**config.mk**
```make
export PLATFORM = sky130hd
export DESIGN_NAME = div_issue_ctrl
export DESIGN_NICKNAME = d
export VERILOG_FILES = /design/src/rtl/div_issue_ctrl_pkg.sv /design/src/rtl/div_special_case.sv /design/src/rtl/div_issue_ctrl.sv
export SDC_FILE = /design/constraint.sdc
export NUM_CORES = 1
export LEC_CHECK = 0
export BUFFER_PORTS_ARGS = -buffer_cell sky130_fd_sc_hd__buf_2
export CAP_MARGIN = 10
export CORE_UTILIZATION = 52
export DETAILED_ROUTE_END_ITERATION = 8
export GPL_TIMING_DRIVEN = 0
export PLACE_DENSITY = 0.87
export SYNTH_ARGS = -nofsm -noshare
export SYNTH_HDL_FRONTEND = slang
export SYNTH_HIERARCHICAL = 1
export SYNTH_SLANG_ARGS = --single-unit
```
**constraint.sdc**
```tcl
create_clock -name clk -period 6.3 [get_ports clk]
set_clock_uncertainty 0.15 [all_clocks]
set_input_delay 0.315 -clock clk [delete_from_list [all_inputs] [get_ports clk]]
set_output_delay 0.315 -clock clk [all_outputs]
set_load 0.03 [all_outputs]
```
**src/rtl/div_issue_ctrl_pkg.sv**
```systemverilog
// Shared definitions for the divide issue sequencer: funct codes, bus widths,
// FSM state encoding and small funct decode helpers.
package div_issue_ctrl_pkg;

  localparam int XLEN  = 32;
  localparam int XLEN2 = 2 * XLEN;

  localparam logic [2:0] FUNCT_DIV  = 3'b100;
  localparam logic [2:0] FUNCT_DIVU = 3'b101;
  localparam logic [2:0] FUNCT_REM  = 3'b110;
  localparam logic [2:0] FUNCT_REMU = 3'b111;

  typedef enum logic [1:0] {
    DIVC_IDLE = 2'd0,
    DIVC_BUSY = 2'd1,
    DIVC_DONE = 2'd2
  } divc_state_e;

  // funct3 bit 1 selects the remainder half of the result
  function automatic logic funct_is_rem(input logic [2:0] funct);
    return funct[1];
  endfunction

  // funct3 bit 0 selects unsigned arithmetic
  function automatic logic funct_is_unsigned(input logic [2:0] funct);
    return funct[0];
  endfunction

endpackage

```
**src/rtl/div_special_case.sv**
```systemverilog
// Combinational detection of the two divide corner cases the Divider is never
// launched for (zero divisor, signed overflow) and their RISC-V defined results.
module div_special_case
  import div_issue_ctrl_pkg::*;
#(
  parameter int DATA_W = XLEN
) (
  input  logic              is_rem,
  input  logic              is_unsigned,
  input  logic [DATA_W-1:0] op1,
  input  logic [DATA_W-1:0] op2,
  output logic              is_special,
  output logic [DATA_W-1:0] special_res
);

  localparam logic signed [DATA_W-1:0] MOST_NEG = {1'b1, {(DATA_W-1){1'b0}}};
  localparam logic signed [DATA_W-1:0] MINUS_ONE = '1;

  logic signed [DATA_W-1:0] dividend_s;
  logic signed [DATA_W-1:0] divisor_s;
  logic                     div_by_zero;
  logic                     sgn_ovf;

  assign dividend_s  = $signed(op1);
  assign divisor_s   = $signed(op2);
  assign div_by_zero = (op2 == '0);
  assign sgn_ovf     = !is_unsigned && (dividend_s == MOST_NEG) && (divisor_s == MINUS_ONE);
  assign is_special  = div_by_zero | sgn_ovf;

  // Pick the architecturally defined replacement value for the selected half
  always_comb begin
    special_res = '0;
    if (div_by_zero) begin
      special_res = is_rem ? op1 : '1;
    end else if (sgn_ovf) begin
      special_res = is_rem ? '0 : MOST_NEG;
    end
  end

endmodule

```
**src/rtl/div_issue_ctrl.sv**
```systemverilog
// EX-stage divide sequencer: holds the pipeline, presents stable latched
// operands to the Divider for at least MIN_CYCLES, resolves corner cases
// locally, and hands the selected quotient/remainder back to the EX result mux.
module div_issue_ctrl
  import div_issue_ctrl_pkg::*;
#(
  parameter int MIN_CYCLES = 2,
  parameter int DATA_W     = XLEN
) (
  input  logic                clk,
  input  logic                rst_n,
  input  logic                ex_valid,
  input  logic [2:0]          ex_funct,
  input  logic                ex_is_muldiv,
  input  logic [DATA_W-1:0]   ex_op1,
  input  logic [DATA_W-1:0]   ex_op2,
  input  logic                flush,
  output logic                div_en,
  output logic [2:0]          div_funct,
  output logic [DATA_W-1:0]   div_op1,
  output logic [DATA_W-1:0]   div_op2,
  input  logic                div_done,
  input  logic [2*DATA_W-1:0] div_result,
  output logic                stall_req,
  output logic                res_valid,
  output logic [DATA_W-1:0]   div_res
);

  // MIN_CYCLES is at most 15, so a 4-bit counter always suffices
  localparam int              CNT_W    = 4;
  localparam logic [CNT_W-1:0] CNT_LAST = CNT_W'(MIN_CYCLES - 1);

  divc_state_e       state;
  divc_state_e       state_nxt;
  logic [CNT_W-1:0]  cnt;
  logic              start;
  logic              cnt_at_last;
  logic              busy_exit;
  logic              is_special;
  logic [DATA_W-1:0] special_res;
  logic [DATA_W-1:0] busy_res;

  assign start       = ex_valid & ex_is_muldiv & ex_funct[2] & ~flush & (state == DIVC_IDLE);
  assign stall_req   = start | (state == DIVC_BUSY);
  assign cnt_at_last = (cnt == CNT_LAST);
  assign busy_exit   = (state == DIVC_BUSY) & cnt_at_last & div_done & ~flush;
  assign busy_res    = funct_is_rem(div_funct) ? div_result[2*DATA_W-1:DATA_W]
                                               : div_result[DATA_W-1:0];

  div_special_case #(
    .DATA_W(DATA_W)
  ) u_special (
    .is_rem      (funct_is_rem(ex_funct)),
    .is_unsigned (funct_is_unsigned(ex_funct)),
    .op1         (ex_op1),
    .op2         (ex_op2),
    .is_special  (is_special),
    .special_res (special_res)
  );

  // Next-state decode; flush wins over everything, including div_done
  always_comb begin
    state_nxt = state;
    if (flush) begin
      state_nxt = DIVC_IDLE;
    end else begin
      case (state)
        DIVC_IDLE: if (start) state_nxt = is_special ? DIVC_DONE : DIVC_BUSY;
        DIVC_BUSY: if (cnt_at_last && div_done) state_nxt = DIVC_DONE;
        DIVC_DONE: state_nxt = DIVC_IDLE;
        default:   state_nxt = DIVC_IDLE;
      endcase
    end
  end

  // State register and settling counter (restarts at 0 on every BUSY entry)
  always_ff @(posedge clk or negedge rst_n) begin
    if (!rst_n) begin
      state <= DIVC_IDLE;
      cnt   <= '0;
    end else begin
      state <= state_nxt;
      if ((state == DIVC_BUSY) && (state_nxt == DIVC_BUSY)) begin
        cnt <= cnt_at_last ? cnt : cnt + 1'b1;
      end else begin
        cnt <= '0;
      end
    end
  end

  // Divider interface, operand latch and result capture
  always_ff @(posedge clk or negedge rst_n) begin
    if (!rst_n) begin
      div_en    <= 1'b0;
      div_funct <= '0;
      div_op1   <= '0;
      div_op2   <= '0;
      res_valid <= 1'b0;
      div_res   <= '0;
    end else begin
      div_en    <= (state_nxt == DIVC_BUSY);
      res_valid <= (state_nxt == DIVC_DONE);
      if (start && !is_special) begin
        div_funct <= ex_funct;
        div_op1   <= ex_op1;
        div_op2   <= ex_op2;
      end
      if (start && is_special) begin
        div_res <= special_res;
      end else if (busy_exit) begin
        div_res <= busy_res;
      end
    end
  end

endmodule

```
==> PnR_summary.wiki, run 1 <==
{| class="wikitable"
! Metric !! Value
|-
| Run status || finished clean
|-
| Final critical delay including setup and external delays || 2.768 ns
|-
| Pin count of the biggest net entering global routing || 62
|-
| Switch Pwr || 675.0 µW
|-
| Share of the synthesized area in compound gates (AO/OA/AOI/OAI) || 0.04245
|-
| Primary FF master, synth || sky130_fd_sc_hd__dfrtp_1
|-
| Sequential fraction of the synthesis area || 0.4884
|-
| Parity-gate share of the synthesized area counting xor and xnor cells || 0.003195
|-
| Htree depth || 3
|-
| Average detailed-routed wire length per instance || about 18 µm
|-
| Post-cts gate resize count || 0
|-
| CP peak stage delay || around 0.55 ns
|-
| Initial Util || 0.5335
|-
| Leading cell types in the layout, fill and taps excluded || 244 x sky130_fd_sc_hd__buf_2, 149 x sky130_fd_sc_hd__mux2_2, 107 x sky130_fd_sc_hd__dfrtp_1
|-
| Worst skew pair latency || roughly 0.35 ns
|-
| Switching fraction of total power || 0.3638
|-
| Initial antenna violation count || 0
|-
| Max Buffers Root-to-Sink || 2
|-
| Total gr overflow || 0
|-
| Worst Setup SP || ex_op1[9]
|-
| Final hold violations || 0
|-
| Ranking of synthesized cells by area || sky130_fd_sc_hd__dfrtp_1 49%, sky130_fd_sc_hd__mux2_2 31%, sky130_fd_sc_hd__a21oi_1 2.9%, sky130_fd_sc_hd__inv_1 2.3%, sky130_fd_sc_hd__buf_6 2.3%
|-
| Die X-Extent || between 100 and 150 µm
|-
| Count of different cell masters after synthesis || 41
|-
| Critical path required time || ~6.4 ns
|-
| Syn Nets || 566
|-
| Total via count in the routed design || between 4000 and 5000
|-
| CP arrival || between 2 and 3 ns
|-
| DRT iter0 DRCs || about 140
|-
| CP Buf/Inv Count || 4
|-
| Number of flops mapped to enable cells by yosys || 0
|-
| CTS Hold Bufs || 2
|-
| I/O Pins || approximately 240
|-
| Number of nets with antenna violations after detailed routing || 0
|-
| Share of power burned in combinational logic || 0.337
|-
| Area enclosed by the die boundary || between 10000 and 15000 µm²
|-
| Crit-path leading delay family || simple AND/OR/NAND/NOR gates
|-
| Routability Congestion || between 0.8 and 0.9
|-
| Maximum Capacitance Violations || 0
|-
| FILL cells || 808
|-
| Total standard cell area after synthesis || roughly 5500 µm²
|-
| Largest family of logic cells by synthesized area || multiplexers
|-
| Final setup violation count || 0
|-
| Remaining routing DRC violations || 0
|-
| Overall routed net length || ~15000 µm
|-
| Post-synthesis instance total || between 400 and 500
|-
| Synthesis-to-layout area growth || 28.94%
|-
| Type of origin of the critical path || input pin
|-
| Worst slew slack as a fraction of its limit || 0.5840
|-
| Leading cell type in the layout, fill and taps excluded || sky130_fd_sc_hd__buf_2
|-
| Maximum resistive drop on vdd || roughly 150 µV
|-
| Number of CTS-inserted buffers || 9
|-
| Maximum achievable frequency || approximately 360 MHz
|-
| Number of slew-limit violations in the final report || 0
|-
| Port Buffer Count || around 240
|-
| Layout cell share with drive strength beyond 1 || 0.6404
|-
| Portion of netlist area occupied by mux cells || 0.3361
|-
| Row count || 37
|-
| Number of storage elements in the synthesis netlist || between 100 and 150
|-
| Nets@finish || approximately 800
|-
| Power density relative to cell area || between 200 and 300 nW/µm²
|-
| Vias per inst || 5.400
|-
| Total global routing track utilization || 0.2779
|-
| Class of the most critical setup path || input pin to flip-flop
|-
| Beginning of the worst hold path || ex_op1[0]
|-
| Count of antenna diodes in the layout || 0
|-
| Cell at the root of the clock tree || sky130_fd_sc_hd__clkbuf_8
|-
| Maximum fanout encountered on the critical timing path || 10
|-
| Clock-pin slew on the worst setup and hold paths || 0.10 ns
|-
| Yosys warning total || 6
|-
| Number of sinks driven by the clock tree || 107
|-
| Critical path's slowest cell || sky130_fd_sc_hd__or4b_1
|-
| Standby leakage power || ~3.6 nW
|-
| Share of Yosys cell area claimed by the top area cell type || 0.4884
|-
| Part of the total power dissipated in sequential elements || 0.452
|-
| Worst-Margin Slew || 0.6240 ns
|-
| Clock share of power || 0.211
|-
| Mapped Avg Cell Area || 12.84 µm²
|-
| Die boundary height || ~100 µm
|-
| Share of the clock period used by the worst path after layout || 0.4394
|-
| Tightest Hold Check Type || input pin to flip-flop
|-
| Drt pass-1 iters || 6
|-
| Internal power || between 1 and 1.5 mW
|-
| Hpwl dp || about 12000 µm
|-
| Largest area contributor in the netlist || sky130_fd_sc_hd__dfrtp_1
|-
| Accumulated negative setup slack || 0 ns
|-
| Placed standard-cell area || just under 7000 µm²
|-
| Adder-Cell Fraction of Synth Area || 0.004564
|-
| Basic-gate share of the synthesized area counting and, or, nand and nor cells || 0.06755
|-
| Critical path, cell by cell || buf_2, or4b_1, nor4_1, nand4_1, o21ai_1, and3b_2, buf_2, buf_6, buf_6, mux2_1
|-
| Core area || 10280 µm²
|-
| First-pass GRT wire length || 23780 µm
|-
| Fraction of registers with async set/reset || 1.000
|-
| Post-route cell area || 7069 µm²
|-
| TritonCTS clock tree || built
|-
| Worst reg2reg startpoint || div_funct[1]
|-
| Setup repair after global routing missed its margin || no
|-
| Endpoint type of the worst setup path || flip-flop
|-
| Vias in the first global route || 4753
|-
| Count of buffers added by post-CTS timing repair for setup || 0
|}
## sequential cells by signal, indices dropped and copies added (netlist names)
| name | flops |
|---|---|
| res_valid | 1 |
| div_op2 | 32 |
| div_op1 | 32 |
| cnt | 4 |
| div_en | 1 |
| state | 2 |
| div_res | 32 |
| div_funct | 3 |
## per-layer routing
metal / wire [µm] / part of all wire / track usage / vias to the layer above
li1: - / - / - / 2034
met1: 5783 / 0.39 / 0.3281 / 2151
met2: 7646 / 0.51 / 0.4957 / 205
met3: 970 / 0.065 / 0.04991 / 38
met4: 450 / 0.030 / 0.1187 / 0
met5: 0 / 0 / 0 / -
## final timing paths
path,slack [ns],end,depth (start not counted)
setup / recovery,3.53,div_op2[27],10
hold / removal,0.05,div_op1[0],2
setup reg to reg,3.86,div_res[23],5
hold reg to reg,0.34,div_funct[2],1
max in group asynchronous,4.91,div_op1[15],3
min in group asynchronous,0.37,div_op2[24],2
## final cells by class
| type | count | area, µm² | share of cell area |
|---|---|---|---|
| Tap cell | 136 | 170.2 | 0.02407 |
| Clock inverter | 7 | 51.30 | 0.007257 |
| Sequential cell | 107 | 2678 | 0.3788 |
| Multi-Input combinational cell | 260 | 2489 | 0.3520 |
| Inverter | 34 | 127.6 | 0.01805 |
| Buffer | 26 | 188.9 | 0.02673 |
| Timing Repair Buffer | 241 | 1241 | 0.1756 |
| Clock buffer | 9 | 123.9 | 0.01752 |
## kinds of logic (layout without fill, tap and decap cells)
logic type / count (synthesis) / count (layout)
fa+ha+maj: 2 / 2
mux: 162 / 162
buf+inv: 60 / 317
compound gates: 41 / 41
xor+xnor: 2 / 2
flops: 107 / 107
simple gates: 53 / 53
## power by group through the flow
stage,clock (mW),combinational (mW),sequential [mW]
2_1_floorplan,0,0.193,1.06
3_3_place_gp,0,0.609,0.844
3_5_place_dp,0,0.627,0.852
4_1_cts,0.399,0.629,0.840
5_1_grt,0.426,0.659,0.852
6_report,0.392,0.625,0.839
## per-stage QoR
stage                     hold slack (ns)  total power [mW]  utilization  setup slack (ns)  instances
after floorplan                   -0.1306             1.248            -             3.656        427
after global placement             0.2988             1.453       0.6659             3.154        801
after detailed placement           0.2203             1.479       0.6689             3.160        802
after CTS                         0.04085             1.867       0.6879             3.526        820
after global routing              0.04368             1.937       0.6879             3.344        820
final                             0.05016             1.856       0.6879             3.532        820
## synthesized netlist by cell type, types with 2 or more instances
master and n:
sky130_fd_sc_hd__mux2_2 149, sky130_fd_sc_hd__dfrtp_1 107, sky130_fd_sc_hd__inv_1 34, sky130_fd_sc_hd__a21oi_1 32
sky130_fd_sc_hd__buf_6 11, sky130_fd_sc_hd__nor4_1 10, sky130_fd_sc_hd__nand4_1 9, sky130_fd_sc_hd__mux2_1 8
sky130_fd_sc_hd__nor2_1 8, sky130_fd_sc_hd__buf_2 7, sky130_fd_sc_hd__clkbuf_1 7, sky130_fd_sc_hd__mux2_4 5
sky130_fd_sc_hd__or4_1 3, sky130_fd_sc_hd__a211oi_1 2, sky130_fd_sc_hd__ha_1 2, sky130_fd_sc_hd__nand2_1 2
sky130_fd_sc_hd__nand3_1 2, sky130_fd_sc_hd__nand4b_1 2, sky130_fd_sc_hd__nor3_1 2, sky130_fd_sc_hd__nor4_2 2
sky130_fd_sc_hd__o21bai_1 2, sky130_fd_sc_hd__or2_2 2
No activity file was read; power rests on OpenSTA's default activity.
==> run 2: changes to the inputs <==
- CORE_UTILIZATION: 52 -> 48
- PLACE_DENSITY: 0.87 -> 0.81
- clock period: 6.3 -> 2.7 ns (I/O delays scaled with it)
==> run 2 against run 1 <==
Compared with the run above:
- register-to-register slack got worse by 3.6 ns
- largest power group unchanged
- critical path type unchanged
- highest routed layer unchanged
- global-route usage rose by 2.4 points
- hold slack improved by 0.074 ns
==> PnR_summary.wiki, run 2 (synthesized netlist as in run 1, its figures left out) <==
{| class="wikitable"
! Metric !! Value
|-
| Nets@finish || ~900
|-
| I/O Pins || 239
|-
| Cells on Worst Hold Path || 4
|-
| Total via count in the routed design || approximately 4800
|-
| Pin count of the biggest net entering global routing || 69
|-
| Count of cells along the worst register-to-register path || 5
|-
| Number of CTS-inserted buffers || 9
|-
| Area enclosed by the die boundary || ~12000 µm²
|-
| Die X-Extent || between 100 and 150 µm
|-
| Vias per inst || about 5.4
|-
| Maximum resistive drop on vdd || 391.7 µV
|-
| Leading registers by flop count || div_op1 (32), div_op2 (32), div_res (32)
|-
| Worst skew pair latency || 0.34 ns
|-
| Leading cell types in the layout, fill and taps excluded || 244 x sky130_fd_sc_hd__buf_2, 149 x sky130_fd_sc_hd__mux2_2, 107 x sky130_fd_sc_hd__dfrtp_1
|-
| DRT iter0 DRCs || just over 200
|-
| Setup repair after global routing missed its margin || no
|-
| Synthesis-to-layout area growth || 43.61%
|-
| Final setup violation count || 0
|-
| Count of antenna diodes in the layout || 0
|-
| Cell at the root of the clock tree || sky130_fd_sc_hd__clkbuf_16
|-
| Core area || around 11000 µm²
|-
| Total power consumption of the routed design || a little under 5 mW
|-
| Standby leakage power || around 4.0 nW
|-
| Remaining routing DRC violations || 0
|-
| Final critical delay including setup and external delays || ~2.6 ns
|-
| Number of sinks driven by the clock tree || approximately 110
|-
| Initial Util || 0.4992
|-
| Clock-pin slew on the worst setup and hold paths || about 0.07 ns
|-
| Finished Layout Cells || just under 900
|-
| Critical path required time || between 2 and 3 ns
|-
| Type of origin of the critical path || input pin
|-
| Run status || finished clean
|-
| Layout cell share with drive strength beyond 1 || 0.5846
|-
| Hpwl dp || 12120 µm
|-
| Initial antenna violation count || 0
|-
| Average detailed-routed wire length per instance || between 15 and 20 µm
|-
| Setup WS pre-CTS || -0.3739 ns
|-
| Final hold violations || 0
|-
| First-pass GRT wire length || ~27000 µm
|-
| Total global routing track utilization || 0.3022
|-
| Port Buffer Count || 238
|-
| Htree depth || 3
|-
| Routability Congestion || about 0.90
|-
| Drt pass-1 iters || 4
|-
| Worst-Margin Slew || about 0.63 ns
|-
| Post-layout util || 0.7169
|-
| Number of placed instances, taps included || 806
|-
| Maximum achievable frequency || approximately 380 MHz
|-
| Total gr overflow || 0
|-
| Maximum fanout encountered on the critical timing path || 10
|-
| Number of slew-limit violations in the final report || 0
|-
| Max Buffers Root-to-Sink || 2
|-
| Leading cell type in the layout, fill and taps excluded || sky130_fd_sc_hd__buf_2
|-
| Power density relative to cell area || 617.4 nW/µm²
|-
| TritonCTS clock tree || built
|-
| CP arrival || about 2.7 ns
|-
| Die boundary height || 108.9 µm
|-
| Share of the clock period used by the worst path after layout || 0.9694
|-
| Post-route setup slack || ~0.083 ns
|-
| Tightest Hold Check Type || input pin to flip-flop
|-
| Number of nets with antenna violations after detailed routing || 0
|-
| Maximum Capacitance Violations || 0
|-
| Endpoint type of the worst setup path || flip-flop
|-
| Overall routed net length || between 15000 and 20000 µm
|-
| Class of the most critical setup path || input pin to flip-flop
|-
| Vias in the first global route || ~5200
|-
| Row count || 38
|-
| Worst slew slack as a fraction of its limit || 0.5795
|}
run 2: worst max-delay path, cell delays in order:
cell	delay, ns
sky130_fd_sc_hd__dlygate4sd3_1	0.54
sky130_fd_sc_hd__buf_2	0.14
sky130_fd_sc_hd__nor4_1	0.27
sky130_fd_sc_hd__and4_1	0.29
sky130_fd_sc_hd__nand3_1	0.11
sky130_fd_sc_hd__o21ai_2	0.16
sky130_fd_sc_hd__and3b_2	0.22
sky130_fd_sc_hd__buf_2	0.17
sky130_fd_sc_hd__buf_6	0.17
sky130_fd_sc_hd__buf_6	0.15
sky130_fd_sc_hd__mux2_1	0.32
run 2: per-layer routing:
metal,up-vias,GRT usage,share of wire
met4,0,0.1612,0.035
met2,214,0.5490,0.53
met3,48,0.04363,0.053
li1,2168,-,-
met1,2347,0.3399,0.38
met5,-,0,0
run 2: what timing repair did:
item                                   in CTS  in global routing
endpoints found under the hold margin     107                  0
hold buffers                               68                  0
pin swaps                                   0                  1
setup endpoints to repair                   6                 15
setup buffers                               0                  1
resized for setup                           1                  1
run 2: per-stage QoR:
step	setup TNS [ns]	hold slack [ns]	area [µm²]
after CTS	0	0.1188	7860
after floorplan	0	-0.3106	5483
after global routing	0	0.1292	7874
after detailed placement	-27.56	-0.004001	6879
final	0	0.1244	7874
after global placement	-23.70	0.1777	6849
run 2: final cells by class:
cell class              instances  area, µm²
flip-flops and latches        107       2678
inverters                      34      127.6
well taps                     140      175.2
repair buffers                308       1909
multi-input cells             260       2499
plain buffers                  26      188.9
fillers                       802       3109
clock inverters                 4      50.05
clock buffers                  12      246.5
run 2: power by group:
part	switching [mW]	total [mW]	leakage [nW]	internal [mW]
clock network	0.589	1.33	0.139	0.745
logic	0.920	1.56	2.46	0.639
registers	0.129	1.97	1.36	1.84
total	1.64	4.86	3.95	3.22
run 2: final timing paths:
check / end / slack [ns] / from
worst max register to register: div_res[20] / 0.26 / div_funct[1]
min in group asynchronous: div_op1[29] / 0.16 / rst_n
worst max-delay path: div_op2[24] / 0.08 / ex_op1[7]
worst min register to register: div_funct[2] / 0.32 / div_funct[2]
max in group asynchronous: div_res[2] / 1.52 / rst_n
worst min-delay path: div_res[13] / 0.12 / div_result[13]
